**config.mk**
```make
export PLATFORM = sky130hd
export DESIGN_NAME = irq_controller
export DESIGN_NICKNAME = d
export VERILOG_FILES = /design/src/rtl/irq_controller.sv
export SDC_FILE = /design/constraint.sdc
export NUM_CORES = 1
export LEC_CHECK = 0
export BUFFER_PORTS_ARGS = -buffer_cell sky130_fd_sc_hd__buf_2
export CORE_UTILIZATION = 45
export CTS_CLUSTER_DIAMETER = 150
export CTS_CLUSTER_SIZE = 14
export DETAILED_ROUTE_END_ITERATION = 10
export GPL_TIMING_DRIVEN = 0
export HOLD_SLACK_MARGIN = 0.06
export PLACE_DENSITY = 0.76
export SETUP_SLACK_MARGIN = 0.15
export SLEW_MARGIN = 20
export SYNTH_ARGS = -nofsm -noshare
export SYNTH_HDL_FRONTEND = slang
export SYNTH_SLANG_ARGS = --single-unit
```
**constraint.sdc**
```tcl
create_clock -name clk -period 4 [get_ports clk]
set_clock_uncertainty 0.15 [all_clocks]
set_input_delay 0.8 -clock clk [delete_from_list [all_inputs] [get_ports clk]]
set_output_delay 0.8 -clock clk [all_outputs]
set_load 0.005 [all_outputs]
```
**src/rtl/irq_controller.sv**
```systemverilog
// Memory-mapped interrupt controller: synchronized edge capture, per-bit mask, arbitrated level IRQ.
// Define IRQC_ROUND_ROBIN_EN for rotating priority; the default build uses fixed lowest-index priority.
`timescale 1ns/1ps
module irq_controller #(
    parameter int          NUM_SRC   = 16,
    parameter logic [15:0] BASE_ADDR = 16'hF000
) (
    input  logic               clk,
    input  logic               reset,
    input  logic [NUM_SRC-1:0] src,
    input  logic [15:0]        addr,
    input  logic [7:0]         din,
    input  logic               read_en,
    output logic [7:0]         dout,
    output logic               sel,
    output logic               irq
);

    typedef enum logic [2:0] {
        OFF_MASK_LO = 3'd0,
        OFF_MASK_HI = 3'd1,
        OFF_PEND_LO = 3'd2,
        OFF_PEND_HI = 3'd3,
        OFF_VECTOR  = 3'd4,
        OFF_SWSET   = 3'd5,
        OFF_CLRALL  = 3'd6
    } reg_off_e;

    // Bits above NUM_SRC are held at zero so they read 0 and ignore writes.
    localparam logic [15:0] SRC_VALID = 16'((17'd1 << NUM_SRC) - 17'd1);

    logic [NUM_SRC-1:0] sync1, sync2, prev;
    logic [15:0]        mask_q, pending_q, pending_d;
    logic [15:0]        rise, active, idx_vec, set_vec, clr_vec;
    logic [15:0]        offset;
    reg_off_e           reg_off;
    logic               wr;
    logic [3:0]         winner;
    logic               valid;
    logic [7:0]         vector;

    // Unsigned wrap makes addresses below BASE_ADDR land far outside the window.
    assign offset  = addr - BASE_ADDR;
    assign sel     = offset < 16'd7;
    assign reg_off = reg_off_e'(offset[2:0]);
    assign wr      = sel && !read_en;

    assign rise    = 16'(sync2 & ~prev);
    assign idx_vec = (16'h0001 << din[3:0]) & SRC_VALID;
    assign set_vec = rise | ((wr && reg_off == OFF_SWSET) ? idx_vec : 16'h0000);
    assign clr_vec = (wr && reg_off == OFF_CLRALL) ? 16'hFFFF :
                     (wr && reg_off == OFF_VECTOR) ? idx_vec  : 16'h0000;
    // Set is applied after clear so a same-cycle edge or SWSET keeps the bit pending.
    assign pending_d = ((pending_q & ~clr_vec) | set_vec) & SRC_VALID;

    // NOTE: sequential state uses non-blocking assignments so every flop samples pre-edge values.
    always_ff @(posedge clk or posedge reset) begin
        if (reset) begin
            sync1     <= '0;
            sync2     <= '0;
            prev      <= '0;
            mask_q    <= '0;
            pending_q <= '0;
        end else begin
            sync1     <= src;
            sync2     <= sync1;
            prev      <= sync2;
            pending_q <= pending_d;
            if (wr && reg_off == OFF_MASK_LO) mask_q[7:0]  <= din & SRC_VALID[7:0];
            if (wr && reg_off == OFF_MASK_HI) mask_q[15:8] <= din & SRC_VALID[15:8];
        end
    end

    assign active = pending_q & mask_q;
    assign valid  = |active;
    assign irq    = valid;

`ifdef IRQC_ROUND_ROBIN_EN
    logic [3:0] rr_q;

    always_ff @(posedge clk or posedge reset) begin
        if (reset) begin
            rr_q <= '0;
        end else if (wr && reg_off == OFF_VECTOR && |idx_vec) begin
            rr_q <= (din[3:0] == 4'(NUM_SRC - 1)) ? 4'd0 : din[3:0] + 4'd1;
        end
    end

    // Scan downward so the last hit is the first active index at or above rr_q.
    always_comb begin
        winner = '0;
        for (int i = NUM_SRC - 1; i >= 0; i--) begin
            if (active[(int'(rr_q) + i) % NUM_SRC]) winner = 4'((int'(rr_q) + i) % NUM_SRC);
        end
    end
`else
    // NOTE: combinational outputs get a default first so no path infers a latch.
    always_comb begin
        winner = '0;
        for (int i = NUM_SRC - 1; i >= 0; i--) begin
            if (active[i]) winner = 4'(i);
        end
    end
`endif

    assign vector = valid ? {4'h8, winner} : 8'h00;

    always_comb begin
        dout = 8'h00;
        if (sel) begin
            case (reg_off)
                OFF_MASK_LO: dout = mask_q[7:0];
                OFF_MASK_HI: dout = mask_q[15:8];
                OFF_PEND_LO: dout = pending_q[7:0];
                OFF_PEND_HI: dout = pending_q[15:8];
                OFF_VECTOR:  dout = vector;
                default:     dout = 8'h00;
            endcase
        end
    end

endmodule

```
Yosys cells after proc, flatten, opt, wreduce, memory -nomap -nowiden
Index checks and enable logic that the tools add are counted.
{"block": "op_classes", "n_shift": 1, "add_sub_neg": 1, "muxes": 22, "eq_ne": 6, "reduce_logical": 9, "bitwise": 7, "n_lt_le_gt_ge": 1}
{"op": "$mux 4", "count": 16}
{"op": "$and 16x16->16", "count": 3}
{"op": "$mux 16", "count": 3}
{"op": "$pmux 8 s5", "count": 1}
{"op": "$not 16->16", "count": 2}
{"op": "$or 16x16->16", "count": 2}
{"op": "$lt 16x3->1 const B", "count": 1}
{"op": "$mux 8", "count": 2}
{"op": "$reduce_or 16->1", "count": 1}
{"op": "$shl 1x4->16 const A", "count": 1}
{"op": "$sub 16x16->16 const B", "count": 1}
{"op": "$eq 3x3->1 const B", "count": 3}
{"op": "$eq 3x2->1 const B", "count": 2}
{"op": "$logic_and 1x1->1", "count": 6}
{"op": "$eq 3x1->1 const B", "count": 1}
{"op": "$logic_not 3->1", "count": 1}
{"op": "$logic_not 1->1", "count": 1}
{"block": "totals", "register_bits": 80, "output_inout_bits": 10, "in_bits": 43, "word_cells": 53}

Depth between registers and ports, before layout
{"block": "logic_depth", "word_depth": 20, "depth_mapped": 8, "mapped_depth_nobuf": 6}

Worst setup path before layout
Ideal clock, no wire load.
{"block": "synth_path", "path_type": "input to output", "start": "in addr[1]", "end": "out dout[2]", "path_stages": 5, "slack_ns": 1.037, "arrival_time_ns": 2.013, "t_required_ns": 3.050, "path_buffers": 2, "path_cell_list": "clkbuf_1 clkbuf_1 mux4_2 a32oi_1 nor2_1"}
{"block": "synth_between", "elab_chain_len": 4, "elab_cells_between_ends": 9, "classes_between": "add/sub: 1; order compare: 1; eq/ne: 4; mux: 2; reduce/logical: 1"}
{"element": "from (decl)", "line_no": "11", "source": "input logic [15:0] addr,"}
{"element": "$sub 16x16->16 *", "line_no": "43", "source": "assign offset = addr - BASE_ADDR;"}
{"element": "parallel branches: the longest is 2 deep, another holds $lt 16x3->1"}
{"element": "$mux 8 *", "line_no": "110", "source": "if (sel) begin"}
{"element": "to (decl)", "line_no": "14", "source": "output logic [7:0] dout,"}
Every way passes the cells marked *.

Worst setup path in the final report
Same ends and word-level chain as after synthesis.

==> qor.yml <==
slew_headroom: 0.2790
clkSinkCount: 80
slowest_delay_ns: 0.46
via_count: 2454
static-leakage-power_nw: 1.799
num_rows: 31
drc: 0
critical_path_class: "input pin to primary output"
ys_ff_latch: 80
synth_area_um2: 3390
grt_overflow: 0
yosysSeqAreaShare: 0.5906
routed_wl_mm: 6.950
yosys_most_used_dff: "dfrtp_1"
layoutNonFillerInstCount: 446
n_antenna_cell: 0
drtAntennaViolNets: 0
nets: 385
clock.fmax_ghz: 0.2982
async_reset_ff_frac: 1.000
status: "finished clean"
post_drt_via_cell_ratio: 5.502
fp.dieH_um: 88.79
path_clk_slew_ns: 0.08
period_needed_ns: 3.353
initial_core_util: 0.4673
worst_pin_slew_ns: 1.073
final_common_cell: "dfrtp_1"
ys_types: 36
drive_above_1_share: 0.2911
grt_pass1_vias: 2432
slew_violations: 0
dp_hpwl_mm: 5.157
syn_avg_cell_area_um2: 12.11
min_period_over_period: 0.8382
hp-class: "register to register"
cp_slowest_cell: "clkbuf_1"
cp.required_ns: 3.05
clk_latency_ns: 0.34
io_pins: 53
cts_root_buf: "clkbuf_8"
post_cts_resize_count: 0
worst_setup_path_start_kind: "input pin"
yosys_warnings: 0
fin_setup_tns_ns: 0
h-tree-depth: 3
syn_nets: 323
seqCellArea_um2: 2002
grt_use_total: 0.1969
numCtsBuffers: 9
cp-end-kind: "primary output"
timing.hold.ws_ns: 0.1951
fill_cells: 638
globalplace.congestion: 0.9042
final_hold_viol_count: 0
path_common_cell: "clkbuf_1"
die-area_um2: 7884
grt_max_degree: 47
final-setup-viol-count: 0
drtIter0Drc: 162
ir_drop_mv: 0.2898
cp_max_fo: 10
area_growth_pct: 17.53
fin_util: 0.5493
drv_cap: 0
multi_input_area_um2: 1280
worstPathArrival_ns: 2.40
drtPass1Iterations: 4
crit_chain: "clkbuf_1 > clkbuf_1 > mux4_2 > a32oi_1 > nor2_1 > buf_2"
holdBufCountCts: 0
power_density_nw_per_um2: 378.4
core_um2: 7253
cts_tree: "done"
fp.dieW_um: 88.79
grt_antenna_before_repair: 0
final_cell_mix: "dfrtp_1, buf_2, o21ai_0"
grt_pass1_wl_mm: 11.38
synth_edf_count: 0
wl_per_cell_um: 15.58
post-cts-setup-buffers: 0
dp_cells: 430
rsz0062_at_grt: "false"
syn_inst: 280
clockBufferDepth: 2
io_buffers: 50
## area by class of cell
class	count	area share
flip-flops and latches	80	0.5025
multi-input cells	172	0.3213
repair buffers	51	0.06784
clock buffers	11	0.03549
well taps	99	0.03109
inverters	19	0.01853
clock inverters	5	0.01413
plain buffers	9	0.009108
## cell usage after synthesis (all sizes together), types with 3 or more instances
cell type  count  share of area
nor3b          3         0.0066
a22oi          6          0.013
a31oi          4         0.0074
a32oi          4          0.010
clkbuf         7         0.0078
nand2b         6          0.011
inv           19          0.021
dfrtp         80           0.59
nor3           3         0.0044
nor4           3          0.014
nor2b          7          0.013
o211ai         4         0.0089
nor2          10          0.011
a21oi         17          0.025
mux2          16          0.053
nand2         14          0.016
nand3          4         0.0059
o21ai         31          0.046
mux4           8          0.053
a21o          15          0.033
## cells by family after synthesis
| family | after synthesis | synth area share |
|---|---|---|
| AND/OR/NAND/NOR | 60 | 0.1082 |
| flip-flops | 80 | 0.5906 |
| buffers and inverters | 28 | 0.03175 |
| AO/OA/AOI/OAI | 88 | 0.1632 |
| multiplexers | 24 | 0.1063 |
## sequential cells by signal, summed over array words and instances, names as in the netlist
signal	count
sync2	16
prev	16
pending_q	16
mask_q	16
sync1	16
## critical path, delay by kind of cell
family	cells	cell delay (ns)
buf+inv	3	0.98
mux	1	0.38
simple gates	1	0.05
compound gates	1	0.18
## report_power, final
| part | leakage, nW | switching, mW | internal, mW | total, mW |
|---|---|---|---|---|
| sequential | 0.923 | 0.00809 | 0.833 | 0.841 |
| clock | 0.0993 | 0.272 | 0.304 | 0.576 |
| combinational | 0.777 | 0.0555 | 0.0352 | 0.0908 |
| total | 1.80 | 0.335 | 1.17 | 1.51 |
## per-stage QoR
stage                     worst slack [ns]  total power, mW  cell area (µm²)
after floorplan                     0.9983           0.9052             3390
after global placement              0.2503           0.9407             3764
after detailed placement            0.6503           0.9485             3786
after CTS                           0.6472            1.523             3984
after global routing                0.4820            1.566             3984
final                               0.6470            1.508             3984
## worst paths after layout
path / from / end / slack, ns / depth (start not counted)
setup / recovery: addr[1] / dout[2] / 0.65 / 6
hold / removal: sync1[13]$_DFF_PP0_ / sync2[13]$_DFF_PP0_ / 0.20 / 0
hold reg to reg: sync1[13]$_DFF_PP0_ / sync2[13]$_DFF_PP0_ / 0.20 / 0
max in group asynchronous: reset / sync2[8]$_DFF_PP0_ / 2.82 / 3
setup reg to reg: pending_q[13]$_DFF_PP0_ / pending_q[13]$_DFF_PP0_ / 2.90 / 3
min in group asynchronous: reset / pending_q[12]$_DFF_PP0_ / 0.31 / 2
## per-layer routing
layer | vias to the layer above | global-route usage | part of all wire
met1 | 1188 | 0.2494 | 0.44
met3 | 17 | 0.04198 | 0.066
met2 | 111 | 0.3245 | 0.47
li1 | 1138 | - | -
met4 | 0 | 0.09384 | 0.021
met5 | - | 0 | 0
Note: power is estimated with default switching activity, not from simulation.
